--- src/rtl/chebyshev_clenshaw_engine.sv ---
// -----------------------------------------------------------------------------
// chebyshev_clenshaw_engine
//
// Evaluates y = sum_{k=0..DEGREE} c_k * T_k(x) with the Clenshaw recurrence,
// one iteration per cycle on a single shared multiplier. Coefficients are read
// from an external ROM with one cycle of read latency.
//
// Ports
//   clock       in   1        rising-edge clock
//   resetn      in   1        asynchronous active-low reset
//   in_valid    in   1        x_in valid
//   in_ready    out  1        engine can accept x_in (IDLE only)
//   x_in        in   WL       evaluation point, signed Q1.(WL-1)
//   coeff_addr  out  AW       ROM address (registered)
//   coeff_in    in   CL       ROM data for the address of the previous cycle
//   out_valid   out  1        data_out/ovf valid, held until accepted
//   out_ready   in   1        downstream accepts the result
//   data_out    out  BW       y, signed, CL-1 fractional bits
//   ovf         out  1        a saturation happened during this evaluation
//   dbg_state   out  2        current FSM state (0 IDLE, 1 ITER, 2 FINAL, 3 DONE)
//
// Handshake: a transfer happens on a rising edge where valid and ready are
// both high. in_ready is high exactly in IDLE; out_valid is high exactly in
// DONE and data_out/ovf do not change while out_valid is high.
// -----------------------------------------------------------------------------
module chebyshev_clenshaw_engine #(
  parameter int WL       = 16,
  parameter int CL       = 16,
  parameter int DEGREE   = 4,
  parameter int WIDENING = 3,
  localparam int BW      = CL + WIDENING + 1,
  localparam int AW      = $clog2(DEGREE + 1)
) (
  input  logic          clock,
  input  logic          resetn,
  input  logic          in_valid,
  output logic          in_ready,
  input  logic [WL-1:0] x_in,
  output logic [AW-1:0] coeff_addr,
  input  logic [CL-1:0] coeff_in,
  output logic          out_valid,
  input  logic          out_ready,
  output logic [BW-1:0] data_out,
  output logic          ovf,
  output logic [1:0]    dbg_state
);

  // Product width and the widened sum width used before clamping.
  localparam int PW = WL + BW;
  localparam int SW = BW + 2;

  // Round-half-up constant: half an LSB of the product after the shift.
  localparam logic signed [PW-1:0] RND = PW'(2 ** (WL - 2));

  localparam logic [BW-1:0] SAT_MAX = {1'b0, {(BW-1){1'b1}}};
  localparam logic [BW-1:0] SAT_MIN = {1'b1, {(BW-1){1'b0}}};

  typedef enum logic [1:0] {
    S_IDLE  = 2'd0,
    S_ITER  = 2'd1,
    S_FINAL = 2'd2,
    S_DONE  = 2'd3
  } state_t;

  state_t        state_q, state_d;
  logic [WL-1:0] x_q, x_d;
  logic [BW-1:0] b1_q, b1_d;
  logic [BW-1:0] b2_q, b2_d;
  logic [AW-1:0] k_q, k_d;
  logic [AW-1:0] addr_q, addr_d;
  logic [BW-1:0] data_q, data_d;
  logic          ovf_q, ovf_d;

  // ---------------------------------------------------------------------------
  // Shared datapath: term = rq(x*b1) (doubled in ITER), sum = term - b2 + c.
  // ---------------------------------------------------------------------------
  logic signed [PW-1:0] x_ext;
  logic signed [PW-1:0] b1_ext;
  logic signed [PW-1:0] prod;
  logic signed [SW-1:0] rq_ext;
  logic signed [SW-1:0] term;
  logic signed [SW-1:0] b2_ext;
  logic signed [SW-1:0] c_ext;
  logic signed [SW-1:0] sum;
  logic [SW-BW:0]       sum_top;
  logic                 sat_hit;
  logic [BW-1:0]        sat_val;

  always_comb begin
    x_ext   = {{BW{x_q[WL-1]}}, x_q};
    b1_ext  = {{WL{b1_q[BW-1]}}, b1_q};
    // Low PW bits of the product are exact for two's complement operands.
    prod    = x_ext * b1_ext;
    // The shifted value always fits SW bits, so the truncating cast is safe.
    rq_ext  = SW'((prod + RND) >>> (WL - 1));
    term    = (state_q == S_ITER) ? (rq_ext <<< 1) : rq_ext;
    b2_ext  = {{2{b2_q[BW-1]}}, b2_q};
    c_ext   = {{(SW-CL){coeff_in[CL-1]}}, coeff_in};
    sum     = term - b2_ext + c_ext;
    // The sum fits BW bits only when every bit from BW-1 upward matches.
    sum_top = sum[SW-1:BW-1];
    sat_hit = !((&sum_top) || !(|sum_top));
    if (!sat_hit) begin
      sat_val = sum[BW-1:0];
    end else if (sum[SW-1]) begin
      sat_val = SAT_MIN;
    end else begin
      sat_val = SAT_MAX;
    end
  end

  // ---------------------------------------------------------------------------
  // FSM next state. The ROM answers one cycle late, so the address register is
  // always loaded with the index needed in the cycle after next: k-1 is on the
  // bus while iteration k runs.
  // ---------------------------------------------------------------------------
  always_comb begin
    state_d = state_q;
    x_d     = x_q;
    b1_d    = b1_q;
    b2_d    = b2_q;
    k_d     = k_q;
    addr_d  = addr_q;
    data_d  = data_q;
    ovf_d   = ovf_q;
    case (state_q)
      S_IDLE: begin
        addr_d = AW'(DEGREE);
        if (in_valid) begin
          x_d     = x_in;
          b1_d    = '0;
          b2_d    = '0;
          k_d     = AW'(DEGREE);
          ovf_d   = 1'b0;
          addr_d  = AW'(DEGREE - 1);
          state_d = S_ITER;
        end
      end
      S_ITER: begin
        b2_d  = b1_q;
        b1_d  = sat_val;
        ovf_d = ovf_q | sat_hit;
        if (k_q == AW'(1)) begin
          // c_0 is already requested; park the address for the next run.
          addr_d  = AW'(DEGREE);
          state_d = S_FINAL;
        end else begin
          k_d    = k_q - AW'(1);
          addr_d = k_q - AW'(2);
        end
      end
      S_FINAL: begin
        data_d  = sat_val;
        ovf_d   = ovf_q | sat_hit;
        state_d = S_DONE;
      end
      S_DONE: begin
        if (out_ready) begin
          state_d = S_IDLE;
        end
      end
      default: begin
        state_d = S_IDLE;
      end
    endcase
  end

  always_ff @(posedge clock or negedge resetn) begin
    if (!resetn) begin
      state_q <= S_IDLE;
      x_q     <= '0;
      b1_q    <= '0;
      b2_q    <= '0;
      k_q     <= '0;
      addr_q  <= AW'(DEGREE);
      data_q  <= '0;
      ovf_q   <= 1'b0;
    end else begin
      state_q <= state_d;
      x_q     <= x_d;
      b1_q    <= b1_d;
      b2_q    <= b2_d;
      k_q     <= k_d;
      addr_q  <= addr_d;
      data_q  <= data_d;
      ovf_q   <= ovf_d;
    end
  end

  assign in_ready   = (state_q == S_IDLE);
  assign out_valid  = (state_q == S_DONE);
  assign coeff_addr = addr_q;
  assign data_out   = data_q;
  assign ovf        = ovf_q;
  assign dbg_state  = state_q;

endmodule

--- config.mk ---
export PLATFORM = sky130hd
export DESIGN_NAME = chebyshev_clenshaw_engine
export DESIGN_NICKNAME = d
export VERILOG_FILES = /design/src/rtl/chebyshev_clenshaw_engine.sv
export SDC_FILE = /design/constraint.sdc
export NUM_CORES = 1
export LEC_CHECK = 0
export ABC_AREA = 1
export CORE_MARGIN = 10
export CORE_UTILIZATION = 65
export DETAILED_ROUTE_END_ITERATION = 10
export HOLD_SLACK_MARGIN = 0.08
export PLACE_DENSITY = 0.84
export SLEW_MARGIN = 5
export SYNTH_ARGS = -nofsm -noshare
export SYNTH_HDL_FRONTEND = slang
export SYNTH_SLANG_ARGS = --single-unit
--- constraint.sdc ---
create_clock -name clock -period 11.4 [get_ports clock]
set_input_delay 2.28 -clock clock [delete_from_list [all_inputs] [get_ports clock]]
set_output_delay 2.28 -clock clock [all_outputs]
set_load 0.05 [all_outputs]
Word level (Yosys, flattened, before mapping)
Cells that the tools add are included.
Cells by class
  add/subtract/negate cells: 5
  mux-type cells: 18
  multiply operators: 1
  equality and inequality tests: 8
  bitwise operators: 1
  reductions and logical operators: 14
Operators with widths (count)
  $pmux 20 s2: 2
  $mux 20: 3
  $add 36x16->36 const B: 1
  $mul 16x20->36: 1
  $add 22x16->22: 1
  $sub 22x20->22: 1
  $mux 21: 1
  $mux 3: 4
  $pmux 3 s2: 2
  $reduce_and 3->1: 3
  $pmux 2 s4: 1
  $mux 2: 3
  $reduce_and 2->1: 3
  $eq 2x2->1 const B: 2
  $ne 2x1->1 const B: 2
  $ne 2x2->1 const B: 2
  $reduce_bool 2->1: 2
  $eq 3x1->1 const B: 1
  $reduce_or 3->1: 1
  $sub 3x1->3 const B: 1
  $sub 3x2->3 const B: 1
  $eq 2x1->1 const B: 1
  $logic_not 1->1: 2
  $logic_not 2->1: 1
  other kinds (5): 5
Storage, ports and cells
  input port bits: 36
  flip-flop bits (word level): 85
  logic and storage cells: 55
  output and inout bits: 28

Longest topological paths before layout
  depth in word-level cells: 11
  mapped depth: 48

Worst setup path before layout
Ideal clock, no wire load.
  path type: reg-to-reg
  start point: register b1_q[6]
  end point: register data_q[17] (netlist: data_out[17])
  period minus slack after synthesis: 7.854 ns
  arrival: 7.737 ns
  stages on the path, launching flop included: 49
  required time: 11.282 ns
  setup slack: 3.546 ns
  cells stage by stage: dfrtp_1 > clkbuf_1 > buf_1 > nand2_1 > fa_1 > inv_1 > fa_1 > inv_1 > fa_1 > inv_1 > fa_1 > fa_1 > inv_1 > fa_1 > inv_1 > ha_1 > nand2_1 > nor2_1 > [... 13 more ...] > inv_1 > ha_1 > nand2_1 > nor2_1 > nand2_1 > inv_1 > nand4_1 > nand3_1 > nand2_1 > nand2_1 > inv_1 > nand3_2 > nand3_2 > buf_6 > nand2_1 > nand2_1 > nand2_1 > nand2_1
Between the ends
  cells in the longest elaborated chain, start to end: 9
  elaborated cells between the ends (all ways): 11
  those cells by class: 3 x add/sub; 1 x mul; 3 x mux; 4 x reduce/logical
RTL lines
  start, declared: line 67  | logic [BW-1:0] b1_q, b1_d;
  start signal, assigned: line 172  | b1_q <= '0;
  start signal, assigned: line 181  | b1_q <= b1_d;
  $mul 16x20->36 (*): line 93  | prod = x_ext * b1_ext;
  $add 36x16->36 (*): line 95  | rq_ext = SW'((prod + RND) >>> (WL - 1));
  $mux 21: line 96  | term = (state_q == S_ITER) ? (rq_ext <<< 1) : rq_ext;
  $sub 22x20->22 (*): line 99  | sum = term - b2_ext + c_ext;
  $add 22x16->22 (*): line 99
  $reduce_or 3->1: line 102  | sat_hit = !((&sum_top) || !(|sum_top));
  $logic_not 1->1: line 102
  $logic_or 1x1->1: line 102
  $mux 20 (*): line 103  | if (!sat_hit) begin
  end signal, assigned: line 185  | data_q <= data_d;
  end, declared: line 71  | logic [BW-1:0] data_q, data_d;
Mark *: on every way between the ends. The rest lies on a longest branch, timed or not.
A chain may end at the register's enable or synchronous reset.

Worst setup path after layout
  start point: register b1_q[9]
  end point: register data_q[17] (netlist: data_out[17])
The elaborated chain is that of the path after synthesis.

==> impl_metrics.env <==
export IMPL_status="completed"
export IMPL_die_w_um=184.4
export IMPL_synth_common_cells="644 x nand2_1, 597 x inv_1, 339 x fa_1"
export IMPL_clk_latency_ns=0.36
export IMPL_slew_limit_headroom=0.3031
export IMPL_setup_violations=0
export IMPL_antenna_cells=0
export IMPL_path_max_fanout=21
export IMPL_die_y_um=184.4
export IMPL_muxShareOfSynthArea=0
export IMPL_grt_pass1_wl_mm=81.16
export IMPL_start_util=0.6555
export IMPL_yosysUniqueCellTypes=46
export IMPL_synth_simple_area_share=0.1853
export IMPL_wl_per_cell_um=18.59
export IMPL_pin_count=64
export IMPL_rrSetupSlack_ns=1.76
export IMPL_cts_resized=0
export IMPL_clock_skew_final_ns=0.009000
export IMPL_netlist_area_um2=17570
export IMPL_drive_above_1_share=0.02694
export IMPL_synthAdderAreaFrac=0.4675
export IMPL_fillers=2067
export IMPL_drt_wl_total_mm=48.42
export IMPL_antenna_found_initial=0
export IMPL_post_cts_buffers=0
export IMPL_rsz0062_at_grt="no"
export IMPL_fin_crit_ns=9.636
export IMPL_postCtsHoldBufs=0
export IMPL_synth_compound_area_frac=0.05905
export IMPL_gp_congestion=1.034
export IMPL_grt_usage=0.3035
export IMPL_cts_root_buffer="clkbuf_16"
export IMPL_first_pass_iters=5
export IMPL_hpwl_mm=37.74
export IMPL_synthArstFlopShare=1.000
export IMPL_core_area_um2=26800
export IMPL_cts_buffers=9
export IMPL_via_per_inst=5.691
export IMPL_period_share=0.8452
export IMPL_h_tree_depth=3
export IMPL_die_area_um2=34000
export IMPL_max_slew_worst_pin_slew_ns=1.045
export IMPL_yosys_warnings=0
export IMPL_cts_clk_slew_worst_paths_ns=0.08
export IMPL_seq_area_frac_synth=0.1212
export IMPL_drc_errors=0
export IMPL_yosysTopAreaCellShare=0.3863
export IMPL_maxCapViolCount=0
export IMPL_yosysMostFrequentCell="nand2_1"
export IMPL_synth_edf_count=0
export IMPL_critPathKind="flop to flop"
export IMPL_fin_nets=2748
export IMPL_hold_viol=0
export IMPL_slew_violations=0
export IMPL_required_ns=11.65
export IMPL_grt_pass1_vias=16340
export IMPL_yosys_area_share_xor_xnor=0.01695
export IMPL_vias=14820
export IMPL_synth_ff_type="dfrtp_1"
export IMPL_synth_top_family_by_area="adder cells"
export IMPL_drtAntennaViolNets=0
export IMPL_port_buffers=63
export IMPL_yosysTopAreaCell="fa_1"
export IMPL_max_stage_delay_ns=1.02
export IMPL_ys_seq_elements=85
export IMPL_rows=60
export IMPL_synth_cells=2258
export IMPL_syn_avg_cell_area_um2=7.780
export IMPL_critPathArrivalTime_ns=9.88
export IMPL_worstSetupEndpointType="flop"
export IMPL_grt_max_degree=73
export IMPL_max_freq_ghz=0.1038
export IMPL_startpoint_type="flop"
export IMPL_grt_ovfl_total=0
export IMPL_hold_path_class="flop to flop"
export IMPL_cts_tree="yes"
export IMPL_syn2layout_area_growth_pct=6.424
export IMPL_cts_sinks=85
export IMPL_clockBufferDepth=2
export IMPL_syn_num_nets=2747
export IMPL_slowest_stage="dfrtp_1"
export IMPL_synthTopCellsByArea="fa_1 39%, nand2_1 14%, inv_1 13%"
export IMPL_tns_ns=0
export IMPL_drt_iter0_drc=1292
## cell type report
type / count / area [µm²] / share of cell area
Clock buffer: 9 / 225.2 / 0.01205
Multi-Input combinational cell: 1479 / 12800 / 0.6849
Tap cell: 341 / 426.7 / 0.02282
Inverter: 601 / 2256 / 0.1207
Clock inverter: 7 / 76.32 / 0.004082
Timing Repair Buffer: 83 / 778.2 / 0.04163
Sequential cell: 85 / 2128 / 0.1138
## cell families (layout without fill, tap and decap cells)
family,Yosys count,after routing
and+or+nand+nor,811,811
adders and majority gates,453,453
buffers and inverters,694,700
AOI/OAI and AO/OA,181,181
xor gates and xnor gates,34,34
DFF,85,85
## placed cells by master, fill, tap and decap left out, types with 5 or more instances in the layout
cell type / count
nand2_1: 644
inv_1: 597
fa_1: 339
ha_1: 114
dfrtp_1: 84
a21oi_1: 69
nand3_1: 63
clkdlybuf4s50_1: 62
nor2_1: 58
o21ai_0: 58
buf_4: 21
xnor2_1: 19
xor2_1: 15
a22o_1: 11
a21o_1: 10
nand4_1: 10
clkbuf_16: 9
nor3_1: 8
o21ai_1: 7
or2_2: 6
nand2_2: 5
a31oi_1: 5
nand3_2: 5
## critical path: cells and delay by family, from the launching register on
family	cells	cell delay (ns)
compound gates	7	1.93
xor+xnor	1	0.18
fa+ha+maj	9	4.25
flops	1	1.02
buf+inv	4	0.20
simple gates	14	1.90
## per-stage QoR
step	setup slack, ns	std cells	instance area (µm²)	util	hold slack [ns]
floorplan	3.546	2258	17570	-	0.4594
global placement	2.113	2589	18390	0.6863	0.4666
detailed placement	2.097	2589	18390	0.6863	0.4657
CTS	2.044	2605	18700	0.6976	0.4859
global route	1.275	2605	18700	0.6976	0.5129
finish	1.764	2605	18700	0.6976	0.4902
## state kept, by name, indices dropped and copies added (netlist names)
signal and cells:
coeff_addr 3, x_q 16, dbg_state 2, k_q 3, data_out 20, ovf 1
b1_q 20, b2_q 20
## layer usage
layer | track usage | vias up | wire length, µm
li1 | - | 6553 | -
met1 | 0.3561 | 7223 | 17570
met2 | 0.5058 | 810 | 23340
met3 | 0.06320 | 238 | 4410
met4 | 0.1790 | 0 | 3089
met5 | 0 | - | 0
## final timing paths
| check | from | endpoint | cells past startpoint |
|---|---|---|---|
| worst min-delay path | data_out[16] | data_out[16] | 2 |
| worst max register to register | b1_q[9] | data_out[17] | 35 |
| max in group asynchronous | resetn | b2_q[13] | 2 |
| worst min register to register | data_out[16] | data_out[16] | 2 |
| worst max-delay path | b1_q[9] | data_out[17] | 35 |
| min in group asynchronous | resetn | coeff_addr[0] | 1 |
Power is left out: the tool's default activity adds up to more than one toggle a clock period on the data nets, which glitch-free logic cannot reach.
